**config.mk**
```make
export PLATFORM = sky130hd
export DESIGN_NAME = id_ex_stage_reg_flat
export DESIGN_NICKNAME = d
export VERILOG_FILES = /design/src/rtl/id_ex_stage_reg_pkg.sv /design/src/rtl/id_ex_stage_reg_if.sv /design/src/rtl/id_ex_stage_reg_load_use_detect.sv /design/src/rtl/id_ex_stage_reg.sv /design/src/flat_wrapper.sv
export SDC_FILE = /design/constraint.sdc
export NUM_CORES = 1
export LEC_CHECK = 0
export CORE_AREA = 2 2 129 131
export CTS_CLUSTER_DIAMETER = 40
export DETAILED_ROUTE_END_ITERATION = 6
export DIE_AREA = 0 0 131 133
export PLACE_DENSITY = 0.81
export REMOVE_ABC_BUFFERS = 1
export SLEW_MARGIN = 20
export SYNTH_ARGS = -nofsm -noshare
export SYNTH_HDL_FRONTEND = slang
export SYNTH_SLANG_ARGS = --single-unit
```
**constraint.sdc**
```tcl
create_clock -name clk -period 3.3 [get_ports clk]
set_input_delay 0.66 -clock clk [delete_from_list [all_inputs] [get_ports clk]]
set_output_delay 0.66 -clock clk [all_outputs]
set_load 0.03 [all_outputs]
```
**src/rtl/id_ex_stage_reg_pkg.sv**
```systemverilog
// Shared pipeline definitions for the ID/EX stage: ALU encodings, register-zero
// specifier, bubble control pattern and the per-edge action of the stage register.
package id_ex_stage_reg_pkg;

  localparam int unsigned ALUOP_W_DEF = 4;
  localparam logic [4:0]  REG_ZERO    = 5'd0;

  // Control bits forced by a bubble: {valid, reg_wen, mem_read, mem_write, jr}
  localparam logic [4:0]  BUBBLE_CTRL = '0;

  typedef enum logic [3:0] {
    ALU_ADD = 4'd0,
    ALU_SUB = 4'd1,
    ALU_AND = 4'd2,
    ALU_OR  = 4'd3,
    ALU_XOR = 4'd4,
    ALU_NOR = 4'd5,
    ALU_SLT = 4'd6,
    ALU_SLL = 4'd7,
    ALU_SRL = 4'd8,
    ALU_SRA = 4'd9,
    ALU_LUI = 4'd10
  } alu_op_e;

  typedef enum logic [1:0] {
    ACT_LOAD   = 2'd0,
    ACT_BUBBLE = 2'd1,
    ACT_HOLD   = 2'd2
  } stage_act_e;

endpackage

```
**src/rtl/id_ex_stage_reg_if.sv**
```systemverilog
// One pipeline-stage instruction bundle; the ID side is consumed via slave,
// the registered EX side is produced via master.
interface id_ex_stage_reg_if #(
  parameter int unsigned DATA_W  = 32,
  parameter int unsigned ALUOP_W = 4
);
  logic               valid;
  logic [DATA_W-1:0]  pc;
  logic [DATA_W-1:0]  rs_data;
  logic [DATA_W-1:0]  rt_data;
  logic [4:0]         rs;
  logic [4:0]         rt;
  logic [4:0]         rd;
  logic               uses_rt;
  logic [DATA_W-1:0]  imm;
  logic               reg_wen;
  logic               mem_read;
  logic               mem_write;
  logic               alu_src;
  logic               jr;
  logic [ALUOP_W-1:0] alu_op;

  modport master (
    output valid, pc, rs_data, rt_data, rs, rt, rd, uses_rt, imm,
           reg_wen, mem_read, mem_write, alu_src, jr, alu_op
  );

  modport slave (
    input  valid, pc, rs_data, rt_data, rs, rt, rd, uses_rt, imm,
           reg_wen, mem_read, mem_write, alu_src, jr, alu_op
  );
endinterface

```
**src/rtl/id_ex_stage_reg_load_use_detect.sv**
```systemverilog
// Combinational load-use hazard detect: a load in EX whose destination is read
// by the instruction in ID. A load into $0 never creates a dependency.
module id_load_use_detect
  import id_ex_stage_reg_pkg::*;
(
  input  logic       ex_valid,
  input  logic       ex_mem_read,
  input  logic [4:0] ex_rd,
  input  logic       id_valid,
  input  logic [4:0] id_rs,
  input  logic [4:0] id_rt,
  input  logic       id_uses_rt,
  output logic       load_use
);

  logic rs_match;
  logic rt_match;

  assign rs_match = (ex_rd == id_rs);
  assign rt_match = id_uses_rt & (ex_rd == id_rt);
  assign load_use = ex_valid & ex_mem_read & (ex_rd != REG_ZERO) & id_valid &
                    (rs_match | rt_match);

endmodule

```
**src/rtl/id_ex_stage_reg.sv**
```systemverilog
// ID/EX pipeline register with load-use bubble insertion, flush and EX-stall
// handling, plus a saturating count of inserted bubbles.
module id_ex_stage_reg
  import id_ex_stage_reg_pkg::*;
#(
  parameter int unsigned DATA_W  = 32,
  parameter int unsigned ALUOP_W = ALUOP_W_DEF,
  parameter int unsigned CNT_W   = 16
) (
  input  logic              clk,
  input  logic              rst_n,
  id_ex_stage_reg_if.slave  id_bus,
  id_ex_stage_reg_if.master ex_bus,
  input  logic              ex_stall,
  input  logic              flush,
  output logic              stall_out,
  output logic [CNT_W-1:0]  bubble_cnt
);

  localparam logic [CNT_W-1:0] CNT_ONE = {{(CNT_W-1){1'b0}}, 1'b1};

  logic       load_use;
  stage_act_e act;

  id_load_use_detect u_load_use_detect (
    .ex_valid    (ex_bus.valid),
    .ex_mem_read (ex_bus.mem_read),
    .ex_rd       (ex_bus.rd),
    .id_valid    (id_bus.valid),
    .id_rs       (id_bus.rs),
    .id_rt       (id_bus.rt),
    .id_uses_rt  (id_bus.uses_rt),
    .load_use    (load_use)
  );

  // A flushed ID instruction is dead, so a hazard against it must not stall.
  assign stall_out = ex_stall | (load_use & ~flush);

  always_comb begin
    act = ACT_LOAD;
    if (ex_stall)
      act = ACT_HOLD;
    else if (flush || load_use)
      act = ACT_BUBBLE;
  end

  always_ff @(posedge clk or negedge rst_n) begin
    if (!rst_n) begin
      ex_bus.valid     <= 1'b0;
      ex_bus.pc        <= '0;
      ex_bus.rs_data   <= '0;
      ex_bus.rt_data   <= '0;
      ex_bus.rs        <= '0;
      ex_bus.rt        <= '0;
      ex_bus.rd        <= '0;
      ex_bus.uses_rt   <= 1'b0;
      ex_bus.imm       <= '0;
      ex_bus.reg_wen   <= 1'b0;
      ex_bus.mem_read  <= 1'b0;
      ex_bus.mem_write <= 1'b0;
      ex_bus.alu_src   <= 1'b0;
      ex_bus.jr        <= 1'b0;
      ex_bus.alu_op    <= '0;
      bubble_cnt       <= '0;
    end else begin
      unique case (act)
        ACT_LOAD: begin
          ex_bus.valid     <= id_bus.valid;
          ex_bus.pc        <= id_bus.pc;
          ex_bus.rs_data   <= id_bus.rs_data;
          ex_bus.rt_data   <= id_bus.rt_data;
          ex_bus.rs        <= id_bus.rs;
          ex_bus.rt        <= id_bus.rt;
          ex_bus.rd        <= id_bus.rd;
          ex_bus.uses_rt   <= id_bus.uses_rt;
          ex_bus.imm       <= id_bus.imm;
          ex_bus.reg_wen   <= id_bus.reg_wen;
          ex_bus.mem_read  <= id_bus.mem_read;
          ex_bus.mem_write <= id_bus.mem_write;
          ex_bus.alu_src   <= id_bus.alu_src;
          ex_bus.jr        <= id_bus.jr;
          ex_bus.alu_op    <= id_bus.alu_op;
        end
        ACT_BUBBLE: begin
          {ex_bus.valid, ex_bus.reg_wen, ex_bus.mem_read,
           ex_bus.mem_write, ex_bus.jr} <= BUBBLE_CTRL;
          ex_bus.pc        <= '0;
          ex_bus.rs_data   <= '0;
          ex_bus.rt_data   <= '0;
          ex_bus.rs        <= '0;
          ex_bus.rt        <= '0;
          ex_bus.rd        <= '0;
          ex_bus.uses_rt   <= 1'b0;
          ex_bus.imm       <= '0;
          ex_bus.alu_src   <= 1'b0;
          ex_bus.alu_op    <= '0;
          if (bubble_cnt != '1)
            bubble_cnt <= bubble_cnt + CNT_ONE;
        end
        default: ;
      endcase
    end
  end

endmodule

```
**src/flat_wrapper.sv**
```systemverilog
// flat-port wrapper written by rule: the top's interface ports become plain ports
module id_ex_stage_reg_flat import id_ex_stage_reg_pkg::*;
#(
  parameter int unsigned DATA_W  = 32,
  parameter int unsigned ALUOP_W = ALUOP_W_DEF,
  parameter int unsigned CNT_W   = 16
)
  (clk, rst_n, ex_stall, flush, stall_out, bubble_cnt, id_bus_valid, id_bus_pc, id_bus_rs_data, id_bus_rt_data, id_bus_rs, id_bus_rt, id_bus_rd, id_bus_uses_rt, id_bus_imm, id_bus_reg_wen, id_bus_mem_read, id_bus_mem_write, id_bus_alu_src, id_bus_jr, id_bus_alu_op, ex_bus_valid, ex_bus_pc, ex_bus_rs_data, ex_bus_rt_data, ex_bus_rs, ex_bus_rt, ex_bus_rd, ex_bus_uses_rt, ex_bus_imm, ex_bus_reg_wen, ex_bus_mem_read, ex_bus_mem_write, ex_bus_alu_src, ex_bus_jr, ex_bus_alu_op);
  id_ex_stage_reg_if #(.DATA_W(DATA_W), .ALUOP_W(ALUOP_W)) id_bus_i ();
  id_ex_stage_reg_if #(.DATA_W(DATA_W), .ALUOP_W(ALUOP_W)) ex_bus_i ();
  input  logic clk;
  input  logic rst_n;
  input  logic ex_stall;
  input  logic flush;
  output logic stall_out;
  output logic [CNT_W-1:0] bubble_cnt;
  input wire logic [$bits(id_bus_i.valid)-1:0] id_bus_valid;
  input wire logic [$bits(id_bus_i.pc)-1:0] id_bus_pc;
  input wire logic [$bits(id_bus_i.rs_data)-1:0] id_bus_rs_data;
  input wire logic [$bits(id_bus_i.rt_data)-1:0] id_bus_rt_data;
  input wire logic [$bits(id_bus_i.rs)-1:0] id_bus_rs;
  input wire logic [$bits(id_bus_i.rt)-1:0] id_bus_rt;
  input wire logic [$bits(id_bus_i.rd)-1:0] id_bus_rd;
  input wire logic [$bits(id_bus_i.uses_rt)-1:0] id_bus_uses_rt;
  input wire logic [$bits(id_bus_i.imm)-1:0] id_bus_imm;
  input wire logic [$bits(id_bus_i.reg_wen)-1:0] id_bus_reg_wen;
  input wire logic [$bits(id_bus_i.mem_read)-1:0] id_bus_mem_read;
  input wire logic [$bits(id_bus_i.mem_write)-1:0] id_bus_mem_write;
  input wire logic [$bits(id_bus_i.alu_src)-1:0] id_bus_alu_src;
  input wire logic [$bits(id_bus_i.jr)-1:0] id_bus_jr;
  input wire logic [$bits(id_bus_i.alu_op)-1:0] id_bus_alu_op;
  output wire logic [$bits(ex_bus_i.valid)-1:0] ex_bus_valid;
  output wire logic [$bits(ex_bus_i.pc)-1:0] ex_bus_pc;
  output wire logic [$bits(ex_bus_i.rs_data)-1:0] ex_bus_rs_data;
  output wire logic [$bits(ex_bus_i.rt_data)-1:0] ex_bus_rt_data;
  output wire logic [$bits(ex_bus_i.rs)-1:0] ex_bus_rs;
  output wire logic [$bits(ex_bus_i.rt)-1:0] ex_bus_rt;
  output wire logic [$bits(ex_bus_i.rd)-1:0] ex_bus_rd;
  output wire logic [$bits(ex_bus_i.uses_rt)-1:0] ex_bus_uses_rt;
  output wire logic [$bits(ex_bus_i.imm)-1:0] ex_bus_imm;
  output wire logic [$bits(ex_bus_i.reg_wen)-1:0] ex_bus_reg_wen;
  output wire logic [$bits(ex_bus_i.mem_read)-1:0] ex_bus_mem_read;
  output wire logic [$bits(ex_bus_i.mem_write)-1:0] ex_bus_mem_write;
  output wire logic [$bits(ex_bus_i.alu_src)-1:0] ex_bus_alu_src;
  output wire logic [$bits(ex_bus_i.jr)-1:0] ex_bus_jr;
  output wire logic [$bits(ex_bus_i.alu_op)-1:0] ex_bus_alu_op;
  assign id_bus_i.valid = id_bus_valid;
  assign id_bus_i.pc = id_bus_pc;
  assign id_bus_i.rs_data = id_bus_rs_data;
  assign id_bus_i.rt_data = id_bus_rt_data;
  assign id_bus_i.rs = id_bus_rs;
  assign id_bus_i.rt = id_bus_rt;
  assign id_bus_i.rd = id_bus_rd;
  assign id_bus_i.uses_rt = id_bus_uses_rt;
  assign id_bus_i.imm = id_bus_imm;
  assign id_bus_i.reg_wen = id_bus_reg_wen;
  assign id_bus_i.mem_read = id_bus_mem_read;
  assign id_bus_i.mem_write = id_bus_mem_write;
  assign id_bus_i.alu_src = id_bus_alu_src;
  assign id_bus_i.jr = id_bus_jr;
  assign id_bus_i.alu_op = id_bus_alu_op;
  assign ex_bus_valid = ex_bus_i.valid;
  assign ex_bus_pc = ex_bus_i.pc;
  assign ex_bus_rs_data = ex_bus_i.rs_data;
  assign ex_bus_rt_data = ex_bus_i.rt_data;
  assign ex_bus_rs = ex_bus_i.rs;
  assign ex_bus_rt = ex_bus_i.rt;
  assign ex_bus_rd = ex_bus_i.rd;
  assign ex_bus_uses_rt = ex_bus_i.uses_rt;
  assign ex_bus_imm = ex_bus_i.imm;
  assign ex_bus_reg_wen = ex_bus_i.reg_wen;
  assign ex_bus_mem_read = ex_bus_i.mem_read;
  assign ex_bus_mem_write = ex_bus_i.mem_write;
  assign ex_bus_alu_src = ex_bus_i.alu_src;
  assign ex_bus_jr = ex_bus_i.jr;
  assign ex_bus_alu_op = ex_bus_i.alu_op;
  id_ex_stage_reg #(.DATA_W(DATA_W), .ALUOP_W(ALUOP_W), .CNT_W(CNT_W)) u_core (.clk(clk), .rst_n(rst_n), .id_bus(id_bus_i), .ex_bus(ex_bus_i), .ex_stall(ex_stall), .flush(flush), .stall_out(stall_out), .bubble_cnt(bubble_cnt));
endmodule
```
==> results of run 1 <==
-- critical path: stages --
cell	delay [ps]
clkdlybuf4s50_1	510
xnor2_1	130
nand3_1	100
o22ai_1	250
nand2_1	80
o21bai_1	140
clkdlybuf4s50_1	690
-- cell families (layout without fill, tap and decap cells) --
kind of cell,after synthesis,after routing,share of synthesized area
buf+inv,37,368,0.0322
fa+ha+maj,1,1,0.00197
simple gates,42,42,0.0373
flops,170,170,0.671
mux,2,2,0.00336
xor+xnor,23,23,0.0318
compound gates,163,163,0.222
-- flip-flops by register name, indices dropped and copies added, names as in the netlist, 4 cells and up --
| signal | cells |
|---|---|
| u_core.ex_bus.imm | 32 |
| u_core.ex_bus.pc | 32 |
| u_core.ex_bus.rs_data | 32 |
| u_core.ex_bus.rt_data | 32 |
| u_core.bubble_cnt | 16 |
| u_core.ex_bus.rd | 5 |
| u_core.ex_bus.rs | 5 |
| u_core.ex_bus.rt | 5 |
| u_core.ex_bus.alu_op | 4 |
-- final cells by class --
| class | count | area, µm² |
|---|---|---|
| Inverter | 1 | 3.75 |
| Sequential cell | 170 | 4250 |
| Clock buffer | 20 | 467 |
| Fill cell | 1191 | 5800 |
| Tap cell | 220 | 275 |
| Clock inverter | 12 | 111 |
| Multi-Input combinational cell | 231 | 1880 |
| Timing Repair Buffer | 335 | 3380 |
-- cell usage in the layout, fill, tap and decap left out, types with 2 or more instances in the layout --
cell type,netlist,layout
a21oi_1,3,3
a22o_1,154,154
a31oi_1,2,2
and3_1,4,4
buf_12,0,4
buf_4,0,4
clkbuf_16,0,17
clkbuf_8,0,3
clkdlybuf4s50_1,0,326
clkinv_2,0,4
clkinv_4,0,3
dfrtp_1,170,170
inv_6,0,4
nand2_1,6,6
nand3_1,10,10
nand4_1,6,6
nor2_1,4,4
nor3_1,4,4
xnor2_1,20,20
xor2_1,3,3
-- stage by stage --
step                      total power, mW  std cells  cell area [µm²]  utilization
final                                5.69        989            10400        0.641
after global routing                 5.92        989            10400        0.641
after CTS                            5.75        989            10400        0.641
after detailed placement             3.80        957             9800        0.606
after global placement               3.77        957             9800        0.606
after floorplan                      3.04        402             6140            -
-- where the power goes --
| group | total, mW | internal [mW] | switching, mW |
|---|---|---|---|
| sequential | 2.42 | 2.26 | 0.152 |
| clock | 1.93 | 1.11 | 0.826 |
| combinational | 1.34 | 0.641 | 0.702 |
-- how the worst max path moves through the flow --
| stage | end | slack (ps) |
|---|---|---|
| floorplan | u_core.ex_bus.mem_read | 10 |
| global placement | stall_out | 150 |
| detailed placement | stall_out | 90 |
| CTS | stall_out | 90 |
| global route | stall_out | 0.4 |
| finish | stall_out | 80 |
-- routing by layer --
layer / share of wire / vias up
met5: 0 / -
met4: 0.034 / 0
met3: 0.081 / 40
met2: 0.49 / 236
met1: 0.39 / 2564
li1: - / 2298
==> out/qor.txt, run 1 <==
status: completed
Max-cap violations: 0
CTS HTree Levels: 4
Area growth syn-to-layout: 63.7%
Total Wirelength: 19000 µm
TritonCTS clock tree: yes
routed vias: 5138
worst-skew pair later-pin latency: 420 ps
count leader, synth: dfrtp_1
YS warnings: 0
vias in the first global route: 5486
num rows: 47
# resized after CTS: 0
hold_buf cts: 0
sequential area share after synthesis: 0.671
CTS buffer count: 17
Netlist cell types: 31
Top FF cell, synth: dfrtp_1
Worst setup startpoint: id_bus_rs[4]
Die H: 133 µm
top cell type's share of synthesized area: 0.671
worst hold slack: 253 ps
top post-synthesis cells by area: dfrtp_1 (67%), a22o_1 (21%), xnor2_1 (2.8%), buf_6 (1.2%), clkbuf_1 (1.1%)
RSZ-0062 raised after global routing: no
Pwr Density: 549 nW/µm²
Core ar.: 16200 µm²
period utilization: 0.976
Diodes inserted: 0
largest net degree at the start of global routing: 124
layout cells sized above 1: 0.0585
DRT Pass-1 Iters: 5
Wirelength per Cell: 19.2 µm
dpl ws: 93.4 ps
IO Port Bufs: 328
GRT busiest layer: met2
Post-CTS Setup Inserts: 0
die area: 17400 µm²
Post-DP HPWL: 13600 µm
Fin. Hold Viols: 0
die width: 131 µm
initial antenna violation count: 0
Setup Skew: 14.6 ps
worst r2r path cells: 7
Crit. End Element: output pin
Placer Congestion: 0.878
final setup margin: 78.7 ps
gr usage total: 0.218
Synth Instances: 438
largest area contributor in the netlist: dfrtp_1
clock sink total: 170
peak supply drop: 333 µV
Worst-Margin Slew: 694 ps
syn avg cell area: 14.5 µm²
Root Driver: clkbuf_16
CP arrival: 2560 ps
crit path max fanout: 3
async set-reset flop share out of synthesis: 1.00
clk buf depth: 2
f_max: 310 MHz
Final Max Slew Viols: 0
FF-to-FF Start: u_core.ex_bus.rd[4]
DRT antenna net count: 0
CP Class: input port to output pin
Max-slew headroom: 0.537
GR Util met1: 0.265
Final nets: 915
I/O pins: 329
DRC Markers: 0
starting density of the core: 0.392
met2 usage: 0.350
Via density: 5.20
Yosys reg bits: 170
Reg2Reg Setup Slack: 1040 ps
commonest cells in the netlist: dfrtp_1 (170), a22o_1 (154), xnor2_1 (20)
GR Layer Usage met3: 0.0683
Detailed Route Iter0 Violations: 280
Setup violations, final: 0
reg2reg end: u_core.ex_bus.pc[14]
setup tns final: 0 ps
minimum clock period after layout: 3220 ps
synthesized area: 6340 µm²
Req. time, crit path: 2640 ps
EDFF count, synth: 0
GRT overflow: 0
first-pass GRT wire length: 29200 µm
Hold Crit Class: input port to asynchronous set/reset pin
Lkg Pwr: 4.56 nW
Clock transition at path regs: 60 ps
crit path launch type: input port
Power figures use the tool's default switching activity.
==> inputs of run 2 (changes only) <==
--- a/config.mk
+++ b/config.mk
@@ -5,10 +5,12 @@
 export SDC_FILE = /design/constraint.sdc
 export NUM_CORES = 1
 export LEC_CHECK = 0
+export ABC_CLOCK_PERIOD_IN_PS = 3300
 export CORE_AREA = 2 2 129 131
 export CTS_CLUSTER_DIAMETER = 40
 export DETAILED_ROUTE_END_ITERATION = 6
 export DIE_AREA = 0 0 131 133
+export GPL_ROUTABILITY_DRIVEN = 0
 export PLACE_DENSITY = 0.81
 export REMOVE_ABC_BUFFERS = 1
 export SLEW_MARGIN = 20
==> results of run 2 <==
Same layout as run 1: the final DEF is identical, and so are final timing and power.
==> inputs of run 3 (changes only) <==
--- a/config.mk
+++ b/config.mk
@@ -10,7 +10,7 @@
 export CTS_CLUSTER_DIAMETER = 40
 export DETAILED_ROUTE_END_ITERATION = 6
 export DIE_AREA = 0 0 131 133
-export GPL_ROUTABILITY_DRIVEN = 0
+export GPL_ROUTABILITY_DRIVEN = 1
 export PLACE_DENSITY = 0.81
 export REMOVE_ABC_BUFFERS = 1
 export SLEW_MARGIN = 20
==> results of run 3 <==
Same layout as run 1: the final DEF is identical, and so are final timing and power.
